`src/rtl/capp_search_ctrl.sv`:
```
// rtl/capp_search_ctrl.sv - search sequencer for the CAPP compare datapath
//
// Accepts one search request (comparand + mask), holds perform_search high
// for SETTLE_CYCLES cycles, captures the cell array's match vector on the
// last of those cycles and returns it with a lowest-index first responder.
//
// Ports:
//   CLK, RST_N       clock (rising edge), asynchronous active-low reset
//   req_valid/ready  request handshake; req_comparand, req_mask carry the search
//   cmp_comparand    comparand driven to the compare array (held between accepts)
//   cmp_mask         mask driven to the compare array (1 = bit compared)
//   perform_search   high for exactly SETTLE_CYCLES cycles per search
//   cell_match       per-cell match lines, sampled only in the capture cycle
//   rsp_valid/ready  response handshake; rsp_tags, rsp_any, rsp_index carry it
//   busy             high while searching or presenting a response
//   rsp_count        population count of rsp_tags (CAPP_MATCH_COUNT_EN only)
//
// Build option: define CAPP_MATCH_COUNT_EN to add the rsp_count output.

module capp_search_ctrl #(
  parameter int NUM_BITS      = 32,
  parameter int NUM_CELLS     = 100,
  parameter int SETTLE_CYCLES = 2,
  parameter int IDX_W         = $clog2(NUM_CELLS)
) (
  input  logic                 CLK,
  input  logic                 RST_N,
  input  logic                 req_valid,
  output logic                 req_ready,
  input  logic [NUM_BITS-1:0]  req_comparand,
  input  logic [NUM_BITS-1:0]  req_mask,
  output logic [NUM_BITS-1:0]  cmp_comparand,
  output logic [NUM_BITS-1:0]  cmp_mask,
  output logic                 perform_search,
  input  logic [NUM_CELLS-1:0] cell_match,
  output logic                 rsp_valid,
  input  logic                 rsp_ready,
  output logic [NUM_CELLS-1:0] rsp_tags,
  output logic                 rsp_any,
  output logic [IDX_W-1:0]     rsp_index,
  output logic                 busy
`ifdef CAPP_MATCH_COUNT_EN
  ,
  output logic [$clog2(NUM_CELLS+1)-1:0] rsp_count
`endif
);

  localparam int CNT_W = (SETTLE_CYCLES > 1) ? $clog2(SETTLE_CYCLES) : 1;

  generate
    if (SETTLE_CYCLES < 1) begin : g_settle_check
      $error("capp_search_ctrl: SETTLE_CYCLES must be >= 1");
    end
  endgenerate

  typedef enum logic [1:0] {
    ST_IDLE    = 2'd0,
    ST_SEARCH  = 2'd1,
    ST_RESPOND = 2'd2
  } state_t;

  state_t           state_q;
  state_t           state_d;
  logic [CNT_W-1:0] cnt_q;
  logic             init_q;
  logic             accept;
  logic             capture;

  // req_ready must stay low until the first edge after reset release, so the
  // IDLE state alone is not enough to advertise readiness.
  always_ff @(posedge CLK or negedge RST_N) begin
    if (!RST_N) begin
      init_q <= 1'b0;
    end else begin
      init_q <= 1'b1;
    end
  end

  always_ff @(posedge CLK or negedge RST_N) begin
    if (!RST_N) begin
      state_q <= ST_IDLE;
    end else begin
      state_q <= state_d;
    end
  end

  always_comb begin
    state_d        = state_q;
    req_ready      = 1'b0;
    perform_search = 1'b0;
    rsp_valid      = 1'b0;
    busy           = 1'b0;
    accept         = 1'b0;
    capture        = 1'b0;
    case (state_q)
      ST_IDLE: begin
        req_ready = init_q;
        if (req_valid && init_q) begin
          accept  = 1'b1;
          state_d = ST_SEARCH;
        end
      end
      ST_SEARCH: begin
        perform_search = 1'b1;
        busy           = 1'b1;
        // The last settle cycle is also the capture cycle.
        if (cnt_q == '0) begin
          capture = 1'b1;
          state_d = ST_RESPOND;
        end
      end
      ST_RESPOND: begin
        rsp_valid = 1'b1;
        busy      = 1'b1;
        if (rsp_ready) begin
          state_d = ST_IDLE;
        end
      end
      default: begin
        state_d = ST_IDLE;
      end
    endcase
  end

  // Settle counter: loaded on accept, counts down through SEARCH.
  always_ff @(posedge CLK or negedge RST_N) begin
    if (!RST_N) begin
      cnt_q <= '0;
    end else if (accept) begin
      cnt_q <= CNT_W'(SETTLE_CYCLES - 1);
    end else if (state_q == ST_SEARCH && cnt_q != '0) begin
      cnt_q <= cnt_q - CNT_W'(1);
    end
  end

  // Comparand/mask change only on an accept edge, never during SEARCH.
  always_ff @(posedge CLK or negedge RST_N) begin
    if (!RST_N) begin
      cmp_comparand <= '0;
      cmp_mask      <= '0;
    end else if (accept) begin
      cmp_comparand <= req_comparand;
      cmp_mask      <= req_mask;
    end
  end

  always_ff @(posedge CLK or negedge RST_N) begin
    if (!RST_N) begin
      rsp_tags <= '0;
    end else if (capture) begin
      rsp_tags <= cell_match;
    end
  end

  // First responder is derived from the registered tags so it cannot move
  // while a response is being held.
  always_comb begin
    rsp_index = '0;
    for (int i = NUM_CELLS - 1; i >= 0; i--) begin
      if (rsp_tags[i]) begin
        rsp_index = IDX_W'(i);
      end
    end
  end

  assign rsp_any = |rsp_tags;

`ifdef CAPP_MATCH_COUNT_EN
  localparam int POP_W = $clog2(NUM_CELLS + 1);

  logic [POP_W-1:0] match_pop;

  always_comb begin
    match_pop = '0;
    for (int i = 0; i < NUM_CELLS; i++) begin
      match_pop = match_pop + POP_W'(cell_match[i]);
    end
  end

  always_ff @(posedge CLK or negedge RST_N) begin
    if (!RST_N) begin
      rsp_count <= '0;
    end else if (capture) begin
      rsp_count <= match_pop;
    end
  end
`endif

endmodule

```
`config.mk`:
```
export PLATFORM = sky130hd
export DESIGN_NAME = capp_search_ctrl
export DESIGN_NICKNAME = d
export VERILOG_FILES = /design/src/rtl/capp_search_ctrl.sv
export SDC_FILE = /design/constraint.sdc
export NUM_CORES = 1
export LEC_CHECK = 0
export CELL_PAD_IN_SITES_DETAIL_PLACEMENT = 2
export CELL_PAD_IN_SITES_GLOBAL_PLACEMENT = 2
export CORE_UTILIZATION = 27
export DETAILED_ROUTE_END_ITERATION = 8
export PLACE_DENSITY_LB_ADDON = 0.12
export SYNTH_ARGS = -nofsm -noshare
export SYNTH_HDL_FRONTEND = slang
export SYNTH_SLANG_ARGS = --single-unit
export TNS_END_PERCENT = 1
```
`constraint.sdc`:
```
create_clock -name CLK -period 3.9 [get_ports CLK]
set_input_delay 0.39 -clock CLK [delete_from_list [all_inputs] [get_ports CLK]]
set_output_delay 0.39 -clock CLK [all_outputs]
set_load 0.05 [all_outputs]
```
-- Word-level counts from Yosys, hierarchy flattened
Cells that the tools add are included.
- add/subtract/negate cells: 1
- equal/unequal tests: 5
- muxes and demuxes: 114
- reductions and logical operators: 7
- operator list (cell ; number):
    two-way mux 7 bit ; 100
    OR reduction 100 bit ; 1
    two-way mux 1 bit ; 10
    two-way mux 2 bit ; 3
    != test 2 bit, second input constant ; 3
    case mux 2 bit (3 select lines) ; 1
    AND reduction 3 bit ; 1
    == test 2 x 1 -> 1 bit, second input constant ; 1
    == test 2 bit, second input constant ; 1
    logical AND 1 bit ; 2
    zero test 2 bit ; 1
    nonzero test 2 bit ; 1
    OR reduction 2 bit ; 1
    subtractor 1 bit, second input constant ; 1
- bits in registers: 168
- input bits: 168
- logic and storage cells: 133

-- Logic depth before layout (Yosys ltp)
- depth after elaboration: 100
- gate-level depth with buffers: 8
- depth with buffers taken out: 7

-- Least setup slack after synthesis
Ideal clock, no wire load.
- path type: flip-flop to output port
- start: register rsp_tags[74]
- end: output port rsp_index[4]
- arrival time: 2.765 ns
- data required time: 3.510 ns
- setup slack: 0.745 ns
- cell stages (with the launch flop): 6
- path buffers: 0
- cells stage by stage: dfrtp_1 -> nor4_1 -> nand2_1 -> o311ai_1 -> nand2_1 -> a311oi_1
- word-level cells in the longest chain between the ends: 75
- RTL lines (element ; line ; text):
    start: declaration ; 38 ; output logic [NUM_CELLS-1:0] rsp_tags,
    start signal: assignment ; 151 ; rsp_tags <= cell_match;
    two-way mux 7 bit (75 in series) ; 160 ; if (rsp_tags[i]) begin
    end: declaration ; 40 ; output logic [IDX_W-1:0] rsp_index,
Every way passes these cells.

-- Final worst setup path
- start: register rsp_tags[87]
- end: output port rsp_index[3]
- word-level cells in the longest chain between the ends: 88
- RTL lines (element ; line):
    two-way mux 7 bit (88 in series) ; 160
Every way passes these cells.

==> out/qor.csv <==
metric;value;unit
place_hpwl;20710;um
drtPass1Iterations;4;
syn_nets;789;
startpoint;rsp_tags[87];
max_freq;273.1;MHz
post_drt_wl_per_cell;20.13;um
power_density;1063;nW/um2
ir_drop;431.2;uV
r2r_setup_slack;1.53;ns
synthTopCellsByArea;dfrtp_1 (56%), mux2_1 (19%), mux2_2 (3.6%);
rr_endpoint;cmp_mask[23];
cts_num_sinks;168;
finalSetupTns;0;ns
rr_worst_depth;6;
crit_path_end_kind;primary output;
via_count;6412;
cts_tree;yes;
layout_commonest_cell;clkdlybuf4s50_1;
holdBufCountCts;0;
n_antenna_cell;0;
layout_min_cycle_time;3.662;ns
r2r_start;state_q[0];
clockBufferDepth;2;
detail_route.iter0.violations;192;
antenna_found_initial;2;
port_buffers;343;
path_max_fanout;5;
async_reset_ff_share;100.0;%
ys_types;50;
drive_gt1_share;7.457;%
wirelength;27200;um
skew;0.01779;ns
core-area;27180;um2
netlist_area;7536;um2
grtUsageTotal;19.44;%
p_leak;4.738;nW
finalHoldViolCount;0;
cts-resized-gates;0;
crit_end;rsp_index[3];
fillers;2842;
yosysWarnings;0;
grt_start_max_net_pins;115;
maxSlewViolCount;0;
postRouteAntennaNets;0;
synth_cells;618;
setup_violations;0;
initial_core_util;27.73;%
route.detailed.drc;0;
gr-total-overflow;0;
numCtsBuffers;17;
nets;1137;
required;3.51;ns
synth-main-ff-cell;dfrtp_1;
dpl-instance-area;11430;um2
post-cts-setup-buffers;0;
syn2layout_area_growth;59.67;%
hold_class;in2async;
dieWidth;169.1;um
startpoint_type;flip-flop;
grt_pass1_vias;7152;
slew_headroom;35.11;%
seq_area_frac_synth;55.79;%
ios;344;
max_slew.worst_pin.slew;0.9733;ns
path_clk_slew;0.08;ns
clock_latency;0.43;ns
rows;60;
grt_pass1_wl;42170;um
h-tree-depth;4;
routed_via_density;4.746;
synth_edf_count;0;
root_buffer;clkbuf_16;
synth_seq_cells;168;
drv_cap;0;
outcome;finished clean;
rsz0062_at_grt;false;
arrival;3.27;ns
synth_top_area_cell;dfrtp_1;
dieArea;28580;um2
die-height;169.1;um
post-route-period-util;93.90;%
worstSetupPathType;reg2out;
finalInstanceArea;12030;um2
final_cell_mix;clkdlybuf4s50_1 (342), dfrtp_1 (168), mux2_1 (126), nor2_1 (38), nand2_1 (35);
synth_top_cell_area_share;55.79;%
syn_area_per_cell;12.19;um2
place_congestion;0.7440;
## cells in the mapped netlist (all sizes together) (3+ instances only)
master and number:
dfrtp 168, mux2 150, nor2 38, o21ai 37
nand2 36, nor4 28, a21oi 22, inv 19
nor3 19, buf 16, nor2b 10, or4 10
o31ai 7, nand3 6, o21bai 5, a211oi 4
clkbuf 4, nand2b 4, and2 3, ha 3
o21a 3, o311ai 3
## stage by stage
step / total power [W] / hold WS [ns] / instances / setup slack (ns) / util, %
2_1_floorplan: 0.008231 / 0.09441 / 618 / 0.7448 / -
3_3_place_gp: 0.01106 / 0.4722 / 1319 / 0.7089 / 42.06
3_5_place_dp: 0.01117 / 0.4843 / 1319 / 0.6847 / 42.06
4_1_cts: 0.01300 / 0.1147 / 1351 / 0.1905 / 44.28
5_1_grt: 0.01347 / 0.1265 / 1351 / 0.01817 / 44.28
6_report: 0.01279 / 0.05953 / 1351 / 0.2379 / 44.28
## final cells by class
type | count | area, um2 | area share, %
inverters | 19 | 71.32 | 0.5927
repair buffers | 349 | 3505 | 29.13
multi-input cells | 411 | 3184 | 26.46
clock inverters | 15 | 177.7 | 1.477
well taps | 372 | 465.4 | 3.868
flip-flops and latches | 168 | 4204 | 34.94
clock buffers | 17 | 425.4 | 3.535
## worst min-delay path by stage
| stage | startpoint | endpoint |
|---|---|---|
| 6_report | RST_N | rsp_tags[54] |
| 5_1_grt | RST_N | rsp_tags[54] |
| 4_1_cts | RST_N | rsp_tags[54] |
| 3_5_place_dp | cmp_comparand[16] | cmp_comparand[16] |
| 3_3_place_gp | cmp_comparand[31] | cmp_comparand[31] |
| 2_1_floorplan | RST_N | cmp_comparand[0] |
## worst max-delay path, stage by stage (launching register included)
cell and delay [ns]:
dfrtp_1 0.42, or4_1 0.61, a211oi_1 0.34, o21ai_1 0.10, a21boi_1 0.17, o21bai_1 0.09
a211oi_2 0.22, clkdlybuf4s50_1 0.88
## registers in the layout, indices dropped and copies added (netlist names)
signal,flops
rsp_tags,100
cmp_comparand,32
cmp_mask,32
state_q,2
cnt_q,1
init_q,1
## metal layers
layer  share of wire [%]  GRT usage (%)
met1                  39          22.10
met2                  49          33.24
met3                  10          9.002
met4                 1.1          4.191
met5                   0              0
## where the power goes
| group | switching (W) | internal, W | total (W) |
|---|---|---|---|
| Combinational | 0.00480 | 0.00262 | 0.00742 |
| Clock | 0.000856 | 0.000867 | 0.00172 |
| Sequential | 0.00101 | 0.00264 | 0.00365 |
## cells by family after synthesis
family | synth area share, %
compound gates | 8.069
fa+ha+maj | 0.4981
buf+inv | 2.092
flops | 55.79
mux | 22.41
other cells | 0.04976
simple gates | 11.09
No activity file was read; power rests on OpenSTA's default activity.
